--- src/rtl/ha_pkg.sv ---
// Shared types for the HA_CReg configuration sequencer: FSM states and
// the per-context table entry.
package ha_pkg;

   localparam int CTX_INST_W  = 3;
   localparam int CTX_DWELL_W = 8;

   typedef enum logic [1:0] {
      IDLE  = 2'd0,
      ISSUE = 2'd1,
      DWELL = 2'd2
   } seqState_t;

   typedef struct packed {
      logic [CTX_INST_W-1:0]  inst;
      logic [CTX_DWELL_W-1:0] dwell;
   } ctx_entry_t;

   // A dwell of 0 behaves like 1; returns the count loaded in ISSUE.
   function automatic logic [CTX_DWELL_W-1:0] issueCount(input logic [CTX_DWELL_W-1:0] dwell);
      return (dwell == '0) ? '0 : dwell - 1'b1;
   endfunction

endpackage

--- src/rtl/ha_ctx_table.sv ---
// Context register file: NUM_CTX entries, one write port, one
// asynchronous read port, cleared by reset.
module ha_ctx_table
   import ha_pkg::*;
#(
   parameter int NUM_CTX = 4,
   parameter int CTX_AW  = 2
) (
   input  logic              clk,
   input  logic              rst,
   input  logic              wrEn,
   input  logic [CTX_AW-1:0] wrAddr,
   input  ctx_entry_t        wrData,
   input  logic [CTX_AW-1:0] rdAddr,
   output ctx_entry_t        rdData
);

   ctx_entry_t entries [NUM_CTX];

   always_ff @(posedge clk) begin
      for (int i = 0; i < NUM_CTX; i++) begin
         if (rst)
            entries[i] <= '0;
         else if (wrEn && (wrAddr == CTX_AW'(i)))
            entries[i] <= wrData;
      end
   end

   assign rdData = entries[rdAddr];

endmodule

--- src/rtl/ha_config_sequencer.sv ---
// Steps the HA_CReg config input through a table of contexts, issuing a
// one-cycle enable pulse per context and holding it for its dwell count.
module ha_config_sequencer
   import ha_pkg::*;
#(
   parameter int Inst_BW  = CTX_INST_W,
   parameter int NUM_CTX  = 4,
   parameter int CTX_AW   = 2,
   parameter int DWELL_BW = CTX_DWELL_W
) (
   input  logic                clk,
   input  logic                rst,
   input  logic                cfg_valid,
   output logic                cfg_ready,
   input  logic [CTX_AW-1:0]   cfg_addr,
   input  logic [Inst_BW-1:0]  cfg_inst,
   input  logic [DWELL_BW-1:0] cfg_dwell,
   input  logic                start,
   input  logic [CTX_AW-1:0]   run_last,
   input  logic                stop,
   output logic                busy,
   output logic [CTX_AW-1:0]   ctx_idx,
   output logic                Config_Reg_EN,
   output logic [Inst_BW-1:0]  Config_Reg_InstIn
);

   seqState_t             state;
   logic [CTX_AW-1:0]     runLast;
   logic [CTX_AW-1:0]     ctxIdx;
   logic [CTX_AW-1:0]     nxtIdx;
   logic [DWELL_BW-1:0]   curDwell;
   logic [DWELL_BW-1:0]   cnt;
   logic                  en;
   logic [Inst_BW-1:0]    instIn;
   logic                  wrEn;
   logic                  goIssue;
   ctx_entry_t            wrEntry;
   ctx_entry_t            rdEntry;
   ctx_entry_t            nxtEntry;

   assign cfg_ready = !rst && (state == IDLE);
   assign busy      = !rst && (state != IDLE);
   assign wrEn      = cfg_valid && cfg_ready;

   assign wrEntry.inst  = cfg_inst;
   assign wrEntry.dwell = cfg_dwell;

   // The table is read one context ahead so the outputs can be registered.
   assign nxtIdx = (state == IDLE)      ? '0 :
                   (ctxIdx == runLast)  ? '0 : ctxIdx + 1'b1;

   ha_ctx_table #(
      .NUM_CTX (NUM_CTX),
      .CTX_AW  (CTX_AW)
   ) uTable (
      .clk    (clk),
      .rst    (rst),
      .wrEn   (wrEn),
      .wrAddr (cfg_addr),
      .wrData (wrEntry),
      .rdAddr (nxtIdx),
      .rdData (rdEntry)
   );

   // A write landing with start must reach the first issue, so bypass it.
   assign nxtEntry = (wrEn && (cfg_addr == nxtIdx)) ? wrEntry : rdEntry;

   always_comb begin
      goIssue = 1'b0;
      case (state)
         IDLE:    goIssue = start;
         ISSUE:   goIssue = !stop && (issueCount(curDwell) == '0);
         DWELL:   goIssue = !stop && (cnt == DWELL_BW'(1));
         default: goIssue = 1'b0;
      endcase
   end

   always_ff @(posedge clk) begin
      if (rst) begin
         state    <= IDLE;
         runLast  <= '0;
         ctxIdx   <= '0;
         curDwell <= '0;
         cnt      <= '0;
         en       <= 1'b0;
         instIn   <= '0;
      end else begin
         en <= 1'b0;
         if (goIssue) begin
            if (state == IDLE)
               runLast <= run_last;
            state    <= ISSUE;
            en       <= 1'b1;
            ctxIdx   <= nxtIdx;
            instIn   <= nxtEntry.inst;
            curDwell <= nxtEntry.dwell;
         end else begin
            case (state)
               ISSUE: begin
                  state <= stop ? IDLE : DWELL;
                  cnt   <= issueCount(curDwell);
               end
               DWELL: begin
                  if (stop)
                     state <= IDLE;
                  else
                     cnt <= cnt - 1'b1;
               end
               default: state <= IDLE;
            endcase
         end
      end
   end

   assign ctx_idx           = ctxIdx;
   assign Config_Reg_EN     = en;
   assign Config_Reg_InstIn = instIn;

endmodule

--- config.mk ---
export PLATFORM = sky130hd
export DESIGN_NAME = ha_config_sequencer
export DESIGN_NICKNAME = d
export VERILOG_FILES = /design/src/rtl/ha_pkg.sv /design/src/rtl/ha_ctx_table.sv /design/src/rtl/ha_config_sequencer.sv
export SDC_FILE = /design/constraint.sdc
export NUM_CORES = 1
export LEC_CHECK = 0
export BUFFER_PORTS_ARGS = -buffer_cell sky130_fd_sc_hd__buf_4
export CAP_MARGIN = 20
export CORE_MARGIN = 4
export CORE_UTILIZATION = 56
export CTS_BUF_LIST = sky130_fd_sc_hd__clkbuf_16
export DETAILED_ROUTE_END_ITERATION = 10
export PLACE_DENSITY_LB_ADDON = 0.2
export SLEW_MARGIN = 40
export SYNTH_ARGS = -nofsm -noshare
export SYNTH_HDL_FRONTEND = slang
export SYNTH_SLANG_ARGS = --single-unit
--- constraint.sdc ---
create_clock -name clk -period 2.6 [get_ports clk]
set_input_delay 0.52 -clock clk [delete_from_list [all_inputs] [get_ports clk]]
set_output_delay 0.52 -clock clk [all_outputs]
set_load 0.02 [all_outputs]
Yosys cells after proc, flatten, opt, wreduce, memory -nomap -nowiden
Memory sizes are Yosys's and may differ from the RTL's. A register that Yosys moved wholly into a read port is not among the register bits.
Index checks and enable logic that the tools add are counted.
{ "classes": {"addsub": 3, "mul": 0, "div": 0, "n_lt_le_gt_ge": 0, "eq_ne": 10, "shifts": 0, "n_mux": 29, "bitwise": 5, "reduce_logical": 20} }
{ "ops": {"columns": ["cell", "n"], "rows": [
  ["two-way mux 11 bit", 4],
  ["zero test 8 bit", 2],
  ["two-way mux 1 bit", 16],
  ["two-way mux 8 bit", 2],
  ["one-hot mux 8 bit (2 select lines)", 1],
  ["subtractor 8 x 1 -> 8 bit, second input constant", 2],
  ["logical AND 1 bit", 9],
  ["equality test 8 x 1 -> 1 bit, second input constant", 1],
  ["two-way mux 2 bit", 4],
  ["equality test 2 bit, second input constant", 3],
  ["equality test 2 x 1 -> 1 bit, second input constant", 2],
  ["zero test 2 bit", 2],
  ["!= test 2 bit, second input constant", 2],
  ["OR 1 bit", 4],
  ["one-hot mux 2 bit (2 select lines)", 1],
  ["nonzero test 2 bit", 2],
  ["!= test 3 bit, second input constant", 1],
  ["one-hot mux 1 bit (3 select lines)", 1],
  ["AND reduction 3 bit", 1],
  ["adder 2 x 1 -> 2 bit, second input constant", 1],
  ["equality test 2 bit", 1],
  ["zero test 1 bit", 2],
  ["AND reduction 2 bit", 1],
  ["OR reduction 2 bit", 1],
  ["NOT 1 bit", 1]
]} }
{ "word_totals": {"reg_bits": 15, "latchBits": 0, "ram_bits": 44, "rom_bits": 0, "output_inout_bits": 8, "n_memories": 1} }
{ "memory_table": {"columns": ["memory", "depth", "width", "read_ports", "rd_ports_with_merged_regs", "wr", "line_no", "source"], "rows": [
  ["uTable.entries", 4, 11, 1, 1, 4, "ha_ctx_table.sv:18", "ctx_entry_t entries [NUM_CTX];"]
]} }

Depth between registers and ports, before layout
Gate-level depths: netlist (run 1).
{ "logic_depth": {"word_depth": 8, "mapped_depth": 9} }

Hierarchy
From an unflattened synthesis (run 1), not the netlist that was laid out.
{ "hier_totals": {"cells_unflattened": 335, "hier_area_um2": 3754.9} }
{ "modules_own_cells": {"columns": ["mod", "instances", "cells_per_inst", "area_per_inst_um2", "seq_area_each_um2"], "rows": [
  ["ha_ctx_table", 1, 127, 1920.6, 1321.3],
  ["ha_config_sequencer", 1, 208, 1834.3, 520.5]
]} }

Worst setup path before layout (run 1)
No wires, ideal clock.
{ "synth_path": {"path_kind": "flip-flop to flip-flop", "start": "reg state[1]", "end": "reg curDwell[3] (read register of uTable.entries)", "setup_ps": 138, "arrival_ps": 1936, "required_ps": 2462, "slack_ps": 526, "path_stages_with_launch": 9, "path_buffers": 1, "period_less_slack_ps": 2074, "path_cell_list": "dfxtp_1 -> inv_1 -> ha_1 -> nor2b_1 -> o2111ai_2 -> a311oi_4 -> a21o_1 -> buf_4 -> a311oi_2"} }
{ "synth_between": {"elab_chain_len": 2, "elab_cells_between_ends": 5} }
{ "synth_lines": {"columns": ["element", "line_no", "source"], "rows": [
  ["start, declared", "ha_config_sequencer.sv:27", "seqState_t state;"],
  ["start signal, assigned", "ha_config_sequencer.sv:100", "state <= stop ? IDLE : DWELL;"],
  ["equality test 2 bit, or another cell as far along", "ha_config_sequencer.sv:70", "case (state)"],
  ["one-hot mux 1 bit (3 select lines) or two-way mux 2 bit (tied branches)", "ha_config_sequencer.sv:70, ha_config_sequencer.sv:49", null],
  ["end, declared", "ha_config_sequencer.sv:31", "logic [DWELL_BW-1:0] curDwell;"]
]} }
Parallel ways exist; a longest one is shown, timed or not.
A chain may end at the register's enable or synchronous reset.

Worst setup path in the final report (run 1)
{ "layout_path": {"start": "reg state[1]", "end": "reg curDwell[6] (read register of uTable.entries)"} }
Same word-level chain as after synthesis.

==> metrics.md, run 1 <==
| Metric | Value |
|---|---|
| Status | `finished clean` |
| Global placement routability congestion | `0.8726` |
| Worst VDD drop | `0.0004033 V` |
| Net Sw Frac | `29.44%` |
| Antenna diode count | `0` |
| Sequential area share after synthesis | `45.25%` |
| GRT overflow | `0` |
| Final Util | `67.86%` |
| Inserted Clock Buffers | `9` |
| Post-route ant nets | `0` |
| Clock group share of total power | `38.6%` |
| EDFF count, synth | `44` |
| Resized Gates After CTS | `0` |
| H-tree levels | `3` |
| Initial DRC Count | `159` |
| Skew-Pair Late Insertion Delay | `0.34 ns` |
| CTS clk-pin slew, worst paths | `0.06 ns` |
| Distinct cell type count after synthesis | `58` |
| Drc violations | `0` |
| CP endpoint kind | `register` |
| Max Clk Rate | `424.5 MHz` |
| Met1 GRT Util | `27.75%` |
| Via-to-Cell Ratio | `5.913` |
| Via count | `3181` |
| Vias in the first global route | `3163` |
| Final Cell Area | `4712 um2` |
| Commonest non-fill, non-tap cells in the layout | `44 x and2_1, 44 x edfxtp_1, 43 x buf_4, 32 x nor2_1, 26 x dfxtp_1` |
| Netlist area before placement | `4070 um2` |
| Seq pwr share | `43.1%` |
| Global-route usage over all layers | `22.25%` |
| Row count | `30` |
| Hold Path Depth | `2` |
| FF+latch count, synth | `70` |
| R2R depth | `8` |
| Synth Flop Type | `edfxtp_1` |
| Max FO, Critical Path | `10` |
| Tightest Pin Transition | `0.7464 ns` |
| RSZ-0062 raised after global routing | `no` |
| Wire per inst | `16.66 um` |
| Final setup viols | `0` |
| Arrival @ worst endpoint | `2.59 ns` |
| Starting Density | `58.61%` |
| Nets@finish | `464` |
| Startpoint Class | `register` |
| Synthesized area per cell | `9.976 um2` |
| CORE AREA | `6944 um2` |
| Chip width | `93.26 um` |
| Comb pwr share | `18.3%` |
| First-pass GRT wire length | `15.23 mm` |
| Hold WC Path Type | `primary input to register` |
| Clk sinks | `70` |
| Routed WL | `8.963 mm` |
| Ys Warns | `0` |
| Net switching power | `0.8926 mW` |
| Kind of critical path | `register to register` |
| Largest net degree at the start of global routing | `44` |
| Met2 Track Usage GR | `38.12%` |
| Final TNS setup | `0 ns` |
| Internal | `2.139 mW` |
| Root Buffer | `clkbuf_16` |
| CTS tree | `done` |
| Io pins | `28` |
| Slew HR | `49.78%` |
| Setup Buffers After CTS | `0` |
| Min Tclk post-route | `2.355 ns` |
| Clk_skew | `0.009116 ns` |
| Cell Pwr Density | `643.4 nW/um2` |
| Slew Viols, Final | `0` |
| Area after DPL | `4415 um2` |
| Synth Instances | `408` |
| CTS max path bufs | `2` |
| Worst EP required | `2.84 ns` |
| R2R Setup Slk | `0.24 ns` |
| Pre-antenna DRT Iters | `5` |
| Hold Violations, Final | `0` |
| Dpl hpwl | `6.348 mm` |
| Fill count | `570` |
| Die Area | `8697 um2` |
| Area growth from synthesis to layout | `15.77%` |
| Die Height | `93.26 um` |
| I/O Buffers | `27` |
| GRT busiest layer | `met2` |
| Hold-fix buffers, CTS | `0` |
| Worst hold slack | `0.3846 ns` |
| GRT met3 Usage | `4.344%` |
| Max cap viols | `0` |
| Antenna violations before repair | `0` |
| Layout cells sized above 1 | `19.00%` |
| Ys async rst share | `0%` |
| Part of the cycle the worst path needs | `90.59%` |
| Mapped Nets | `435` |
| LEAKAGE | `1.806 nW` |
[cell type report]
cell class              instances  area (um2)  area share, %
clock inverters                 7       66.31          1.407
flip-flops and latches         70        1842          39.09
inverters                      16       60.06          1.275
repair buffers                 44       342.8          7.276
well taps                      96       120.1          2.549
multi-input cells             296        2056          43.63
clock buffers                   9       225.2          4.780
[cell usage after synthesis, types with 3 or more instances]
library cell,instances,share of area [%]
nand3_1,12,1.5
o211a_1,12,3.0
inv_1,15,1.4
nand2_1,11,1.0
mux2i_1,3,0.74
a311oi_1,5,1.1
a211oi_1,11,2.0
nor3b_1,14,2.6
and2_1,44,6.8
o21ai_0,17,2.1
and3b_1,3,0.65
clkbuf_1,20,1.8
o211ai_1,4,0.74
dfxtp_1,26,13
ha_1,7,2.2
nor3_1,3,0.37
a311oi_2,6,2.2
nand2b_1,15,2.3
o31ai_1,4,0.74
nor2_1,32,3.0
a21oi_1,23,2.8
or2_2,3,0.46
nor2b_1,9,1.4
or3_1,13,2.0
o32ai_1,5,1.1
edfxtp_1,44,32
[metrics by stage]
stage	instances	total power [mW]	worst slack (ns)
5_1_grt	538	3.164	0.09498
6_report	538	3.032	0.2446
3_3_place_gp	522	1.859	0.3719
2_1_floorplan	408	1.698	0.5257
3_5_place_dp	522	1.874	0.2932
4_1_cts	538	3.039	0.2344
[cells by family after synthesis]
| logic type | after synthesis | synth area share (%) |
|---|---|---|
| mux | 5 | 1.291 |
| flops | 70 | 45.25 |
| fa+ha+maj | 7 | 2.152 |
| compound gates | 108 | 21.09 |
| simple gates | 173 | 25.08 |
| xor+xnor | 3 | 0.6457 |
| buf+inv | 42 | 4.488 |
[state kept, by name, indices dropped and copies added (netlist names)]
| name | count |
|---|---|
| uTable.entries | 44 |
| curDwell | 8 |
| runLast | 2 |
| Config_Reg_EN | 1 |
| state | 2 |
| Config_Reg_InstIn | 3 |
| ctx_idx | 2 |
| cnt | 8 |
[worst max-delay path, stage by stage (launching register included)]
cell and delay, ns:
dfxtp_1 0.38, inv_1 0.08, ha_1 0.30, nor2b_1 0.22, o2111ai_2 0.22, a311oi_4 0.45, buf_4 0.24, a211oi_1 0.09
a311oi_1 0.28
[power by group through the flow]
stage                     Sequential, mW  Clock (mW)  Combinational (mW)
final                               1.31        1.17               0.554
after global routing                1.32        1.24               0.609
after detailed placement            1.33           0               0.545
after floorplan                     1.32           0               0.381
after global placement              1.33           0               0.534
after CTS                           1.31        1.18               0.551
[worst paths after layout]
| kind | endpoint | from |
|---|---|---|
| worst min-delay path | state[1]$_SDFFE_PP0P_ | stop |
| worst max register to register | curDwell[6]$_SDFFE_PP0P_ | state[1]$_SDFFE_PP0P_ |
| worst max-delay path | curDwell[6]$_SDFFE_PP0P_ | state[1]$_SDFFE_PP0P_ |
| worst min register to register | cnt[7]$_SDFFE_PP0P_ | cnt[7]$_SDFFE_PP0P_ |
[routing by layer]
metal,share of wire [%],vias to the layer above
met3,4.0,17
met4,2.0,0
met2,51,69
met1,43,1505
li1,-,1590
met5,0,-
(Power assumes the default switching activity.)
==> inputs of run 2 (changes only) <==
--- a/config.mk
+++ b/config.mk
@@ -5,10 +5,11 @@
 export SDC_FILE = /design/constraint.sdc
 export NUM_CORES = 1
 export LEC_CHECK = 0
+export ABC_AREA = 1
 export BUFFER_PORTS_ARGS = -buffer_cell sky130_fd_sc_hd__buf_4
 export CAP_MARGIN = 20
 export CORE_MARGIN = 4
-export CORE_UTILIZATION = 56
+export CORE_UTILIZATION = 41
 export CTS_BUF_LIST = sky130_fd_sc_hd__clkbuf_16
 export DETAILED_ROUTE_END_ITERATION = 10
 export PLACE_DENSITY_LB_ADDON = 0.2
==> run 2 against run 1 <==
Via count fell by 8.3%. Sequential power is essentially flat. Design area shrank 8.4%. Global-route usage decreased by 6.3 points. Synthesized area is 9.4% lower. Setup slack better by 0.17 ns. Clock-buffer cell count unchanged. Worst hold slack improved by 0.0068 ns. Fmax is 7.9% higher. Power is 2.7% lower. Clock skew shrank 0.0047 ns. Critical endpoint is now ctx_idx[0]$_SDFFE_PP0P_. Largest cell class is now sequential cells. Largest power group unchanged. Highest routed layer unchanged.
==> metrics.md, run 2 <==
| Metric | Value |
|---|---|
| Die Area | `10580 um2` |
| Net Sw Frac | `28.91%` |
| Most common cell after layout, fill and taps aside | `nand2_1` |
| Tightest Pin Transition | `0.5046 ns` |
| Pre-antenna DRT Iters | `4` |
| Fin worst setup slack | `0.4170 ns` |
| CTS clk-pin slew, worst paths | `0.06 ns` |
| Area growth from synthesis to layout | `16.96%` |
| Nets@finish | `517` |
| Antenna diode count | `0` |
| Clk sinks | `70` |
| First-pass GRT wire length | `13.26 mm` |
| Cell Pwr Density | `683.7 nW/um2` |
| Setup Buffers After CTS | `0` |
| Worst-path cell chain | `inv_2, ha_1, nand2_2, nor2_4, nand2_4, nand3_1, nand2_1, nor2_1, nand3_1, nand2_1, nand2_1, nand2_4, nand2_8, nand2_2, o21ai_0` |
| Chip width | `102.9 um` |
| I/O Buffers | `27` |
| Post-route ant nets | `0` |
| Part of the cycle the worst path needs | `83.96%` |
| HP Start | `stop` |
| Global placement routability congestion | `0.8723` |
| Max stage delay on crit path | `0.30 ns` |
| Final TNS setup | `0 ns` |
| Antenna violations before repair | `0` |
| Leading area contributor after synthesis | `edfxtp_1` |
| H-tree levels | `3` |
| Initial DRC Count | `137` |
| CTS tree | `done` |
| Non-Filler Instances | `603` |
| Drc violations | `0` |
| Final Util | `49.47%` |
| Comb pwr share | `17.7%` |
| Inserted Clock Buffers | `9` |
| Synth Instances | `456` |
| Critical path's slowest cell | `dfxtp_1` |
| Routed WL | `7.799 mm` |
| Slew HR | `66.28%` |
| CP endpoint kind | `register` |
| Top-count cell post-synth | `nand2_1` |
| Distinct cell type count after synthesis | `32` |
| Max cap viols | `0` |
| Largest reg by FF count | `uTable.entries` |
| Seq pwr share | `43.4%` |
| DP Cell Count | `587` |
| Via-to-Cell Ratio | `4.836` |
| LEAKAGE | `1.891 nW` |
| Wire per inst | `12.93 um` |
| Overall Power | `2.950 mW` |
| Arrival @ worst endpoint | `2.38 ns` |
| Clock group share of total power | `38.9%` |
| Slew Viols, Final | `0` |
| Synth top area cells | `edfxtp_1 36%, dfxtp_1 14%, nand2_1 10%, nor2_1 7.8%, inv_1 5.5%` |
| Global-route usage over all layers | `15.96%` |
| Sequential area share after synthesis | `49.93%` |
| Skew-Pair Late Insertion Delay | `0.33 ns` |
| Startpoint Class | `register` |
| EDFF count, synth | `44` |
| GRT overflow | `0` |
| Ys async rst share | `0%` |
| CORE AREA | `8721 um2` |
| Max Clk Rate | `458.1 MHz` |
| RSZ-0062 raised after global routing | `no` |
| Row count | `34` |
| Internal | `2.097 mW` |
| Biggest regs | `uTable.entries: 44 flops, cnt: 8 flops, curDwell: 8 flops` |
| Post-Place Setup Slack | `0.4192 ns` |
| Mapped Nets | `483` |
| Largest net degree at the start of global routing | `23` |
| Kind of critical path | `register to register` |
| Hold WC Path Type | `primary input to register` |
| Vias in the first global route | `2817` |
| Yosys top cell area share | `35.82%` |
| Synthesized area per cell | `8.089 um2` |
| Io pins | `28` |
| Clk_skew | `0.004396 ns` |
| Hold Violations, Final | `0` |
| Ys Warns | `0` |
| Commonest non-fill, non-tap cells in the layout | `100 x nand2_1, 77 x nor2_1, 54 x inv_1, 44 x edfxtp_1, 41 x buf_4` |
| Worst EP required | `2.80 ns` |
| Status | `finished clean` |
| RR Startpoint | `curDwell[0]$_SDFFE_PP0P_` |
| Via count | `2916` |
| Root Buffer | `clkbuf_16` |
| Max reg flops | `44` |
| Synth Flop Type | `edfxtp_1` |
| Crit path from | `curDwell[0]$_SDFFE_PP0P_` |
| Max FO, Critical Path | `19` |
| Netlist area before placement | `3689 um2` |
| Layout cells sized above 1 | `16.57%` |
| Hold-fix buffers, CTS | `0` |
| Final setup viols | `0` |
| FF+latch count, synth | `70` |
| CTS max path bufs | `2` |
| Die Height | `102.9 um` |
| Starting Density | `42.30%` |
| Crit path top cell by count | `nand2_1` |
| Min Tclk post-route | `2.183 ns` |
| Net switching power | `0.8527 mW` |
| Synth top cells by count | `100 x nand2_1, 77 x nor2_1, 54 x inv_1, 44 x edfxtp_1, 35 x nand3_1` |
| Worst VDD drop | `0.0003905 V` |
| Resized Gates After CTS | `0` |
| Dpl hpwl | `5.873 mm` |
[run 2: cell count changes in the layout (fill, tap and decap cells not counted), sizes merged, moves of 15 or more]
cell,change
nand2b,-15
nor2,+49
and2,-44
nand3,+22
nand2,+98
inv,+44
[run 2: through the flow]
stage          hold slack (ns)  instance area [um2]
2_1_floorplan           0.4650                 3689
3_3_place_gp            0.4905                 4031
3_5_place_dp            0.4872                 4031
4_1_cts                 0.3818                 4314
5_1_grt                 0.3840                 4314
6_report                0.3915                 4314
[run 2: critical path, delay by kind of cell, from the launching register on]
family | cells | cell delay, ns
buf+inv | 1 | 0.11
simple gates | 12 | 1.26
compound gates | 1 | 0.13
flops | 1 | 0.30
fa+ha+maj | 1 | 0.26
[run 2: layer usage]
layer / GRT usage (%) / vias to the layer above / routed length (um)
li1: - / 1537 / -
met5: 0 / - / 0
met3: 3.586 / 6 / 247
met2: 27.31 / 41 / 3853
met1: 20.50 / 1332 / 3621
met4: 4.183 / 0 / 76
[run 2: logic make-up after synthesis]
family                   after synthesis  share of synthesized area (%)
AND/OR/NAND/NOR                      233                          27.65
buffers and inverters                 78                          8.819
flip-flops                            70                          49.93
AO/OA/AOI/OAI                         62                          9.803
adder cells (fa/ha/maj)                7                          2.374
XOR/XNOR                               6                          1.425
[run 2: final timing paths]
kind	end	slack, ns	cells after the start
worst max-delay path	ctx_idx[0]$_SDFFE_PP0P_	0.42	15
worst min-delay path	state[1]$_SDFFE_PP0P_	0.39	2
worst max register to register	ctx_idx[0]$_SDFFE_PP0P_	0.42	15
worst min register to register	Config_Reg_InstIn[1]$_SDFFE_PP0P_	0.49	2
[run 2: final cells by class]
type                            count  area [um2]
Fill cell                         851        4407
Sequential cell                    70        1842
Tap cell                          108       135.1
Timing Repair Buffer               41       307.8
Inverter                           60       225.2
Clock inverter                      7       57.56
Clock buffer                        9       225.2
Multi-Input combinational cell    308        1521
[run 2: power groups by stage]
stage	registers (mW)	clock network [mW]	logic, mW
detailed placement	1.30	0	0.524
global route	1.29	1.23	0.598
finish	1.28	1.15	0.522
floorplan	1.30	0	0.389
CTS	1.28	1.17	0.527
global placement	1.30	0	0.516
==> inputs of run 3 (changes only) <==
==> constraint.sdc (replaced) <==
create_clock -name clk -period 1.9 [get_ports clk]
set_input_delay 0.38 -clock clk [delete_from_list [all_inputs] [get_ports clk]]
set_output_delay 0.38 -clock clk [all_outputs]
set_load 0.02 [all_outputs]
==> run 3 against run 2 <==
The flow now finishes with violations (negative setup slack). Critical path depth up 1. Clock power up 27%. Global-route usage about the same. Utilization up 6.8 points. Design area up 14%. Cell count up 8.3%. Wire length up 11%. Largest cell class unchanged.
==> metrics.md, run 3 (synthesis gave the netlist of run 2 again) <==
| Metric | Value |
|---|---|
| Biggest regs | `uTable.entries: 44 flops, cnt: 8 flops, curDwell: 8 flops` |
| CTS tree | `done` |
| Io pins | `28` |
| Via count | `3163` |
| Vias in the first global route | `2993` |
| Antenna diode count | `0` |
| Inserted Clock Buffers | `9` |
| Hold Path Depth | `2` |
| Chip width | `102.9 um` |
| Cell Pwr Density | `861.8 nW/um2` |
| Status | `finished with violations` |
| Largest net degree at the start of global routing | `19` |
| Overall Power | `4.228 mW` |
| Area growth from synthesis to layout | `33.01%` |
| RSZ-0062 raised after global routing | `yes` |
| Startpoint Class | `register` |
| Worst VDD drop | `0.0005526 V` |
| Global-route usage over all layers | `15.96%` |
| Drc violations | `0` |
| Seq pwr share | `41.6%` |
| CORE AREA | `8721 um2` |
| CP endpoint kind | `register` |
| Min Tclk post-route | `2.033 ns` |
| Net switching power | `1.199 mW` |
| Antenna violations before repair | `0` |
| I/O Buffers | `27` |
| Clock group share of total power | `34.6%` |
| Most common cell after layout, fill and taps aside | `nand2_1` |
| Area after DPL | `4319 um2` |
| Clk_skew | `0.009710 ns` |
| Initial DRC Count | `107` |
| R2R depth | `16` |
| Max cap viols | `0` |
| Skew-Pair Late Insertion Delay | `0.32 ns` |
| CTS clk-pin slew, worst paths | `0.06 ns` |
| Via-to-Cell Ratio | `4.844` |
| Dpl hpwl | `6.113 mm` |
| Max FO, Critical Path | `8` |
| Hold Violations, Final | `0` |
| Max Clk Rate | `492.0 MHz` |
| Post-route ant nets | `0` |
| GRT busiest layer | `met2` |
| Met1 GRT Util | `20.01%` |
| Fin worst setup slack | `-0.1327 ns` |
| Critical path's slowest cell | `dfxtp_2` |
| Routed WL | `8.653 mm` |
| Net Sw Frac | `28.36%` |
| Final Cell Area | `4906 um2` |
| Commonest non-fill, non-tap cells in the layout | `90 x nand2_1, 80 x buf_4, 75 x nor2_1, 51 x inv_1, 44 x edfxtp_1` |
| Clk sinks | `70` |
| Nets@finish | `567` |
| Wire per inst | `13.25 um` |
| Die Area | `10580 um2` |
| First-pass GRT wire length | `13.34 mm` |
| Tightest Pin Transition | `0.4200 ns` |
| Die Height | `102.9 um` |
| Max stage delay on crit path | `0.34 ns` |
| Worst-path cell chain | `inv_2, ha_4, buf_4, xor2_2, o21ai_1, nand2_1, inv_1, nand3_1, nand2_1, nand2_2, nand2_4, nand2_8, buf_8, nand2_8, buf_12, o21ai_1` |
| Met2 Track Usage GR | `27.16%` |
| Max reg flops | `44` |
| Worst EP required | `2.11 ns` |
| Hold WC Path Type | `primary input to register` |
| CTS max path bufs | `2` |
| GRT met3 Usage | `3.654%` |
| Slew Viols, Final | `0` |
| Largest reg by FF count | `uTable.entries` |
| Part of the cycle the worst path needs | `107.0%` |
| LEAKAGE | `2.180 nW` |
| Failing checks | `negative setup slack` |
| Hold-fix buffers, CTS | `0` |
| Internal | `3.029 mW` |
| Layout cells sized above 1 | `30.28%` |
| Kind of critical path | `register to register` |
| Final setup viols | `23` |
| Pre-antenna DRT Iters | `4` |
| Global placement routability congestion | `0.9263` |
| GRT overflow | `0` |
| Non-Filler Instances | `653` |
| Arrival @ worst endpoint | `2.24 ns` |
| Root Buffer | `clkbuf_16` |
| DP Cell Count | `620` |
| H-tree levels | `3` |
| Row count | `34` |
| Comb pwr share | `23.8%` |
| Slew HR | `72.00%` |
| Starting Density | `42.30%` |
## run 3: changes by cell type in the layout (fill, tap and decap cells not counted), moves of 5 or more
cell / delta
nand3_1: -5
a21oi_1: -6
nand3_2: +5
a21oi_2: +6
nand2_1: -10
nand2_2: +6
buf_4: +39
inv_2: +5
## run 3: final cells by class
cell class / instances / area (um2)
clock buffers: 9 / 225.2
clock inverters: 7 / 33.78
fillers: 806 / 3815
inverters: 60 / 225.2
multi-input cells: 310 / 1719
flip-flops and latches: 70 / 1847
well taps: 108 / 135.1
repair buffers: 89 / 720.7
## run 3: per-stage QoR
stage	hold WS, ns	setup WS (ns)	util [%]	TNS [ns]
2_1_floorplan	0.4491	0.0002176	-	0
3_3_place_gp	0.4799	-0.05271	49.53	-0.5712
3_5_place_dp	0.4871	-0.1164	49.53	-1.575
4_1_cts	0.2285	-0.006922	53.00	-0.02082
5_1_grt	0.2267	-0.2754	56.26	-5.633
6_report	0.2330	-0.1327	56.26	-1.809
## run 3: worst paths after layout
kind	start	to	slack (ns)
worst max-delay path	curDwell[1]$_SDFFE_PP0P_	curDwell[1]$_SDFFE_PP0P_	-0.13
worst min-delay path	stop	state[1]$_SDFFE_PP0P_	0.23
worst max register to register	curDwell[1]$_SDFFE_PP0P_	curDwell[1]$_SDFFE_PP0P_	-0.13
worst min register to register	Config_Reg_InstIn[2]$_SDFFE_PP0P_	Config_Reg_InstIn[2]$_SDFFE_PP0P_	0.48
## run 3: routing by layer
metal | vias to the layer above | part of all wire, %
li1 | 1651 | -
met1 | 1467 | 44
met2 | 38 | 53
met3 | 7 | 2.2
met4 | 0 | 1.1
met5 | - | 0
## run 3: what timing repair did
action                                  in CTS  in global routing
cloned                                       0                  3
pin swaps                                    1                  7
buffers inserted                             0                 14
endpoints found under the setup margin      34                 37
gates resized for setup                     13                 40
## run 3: critical path, delay by kind of cell, from the launching register on
kind | cells | cell delay [ns]
AO/OA/AOI/OAI | 2 | 0.21
XOR/XNOR | 1 | 0.14
adder cells (fa/ha/maj) | 1 | 0.16
buffers and inverters | 5 | 0.52
flip-flops | 1 | 0.34
AND/OR/NAND/NOR | 7 | 0.54
## run 3: power by group through the flow
stage	Combinational, mW	Sequential, mW	Clock, mW
finish	1.01	1.76	1.46
global route	1.13	1.77	1.56
CTS	0.853	1.75	1.49
detailed placement	0.831	1.78	0
global placement	0.818	1.78	0
floorplan	0.536	1.78	0
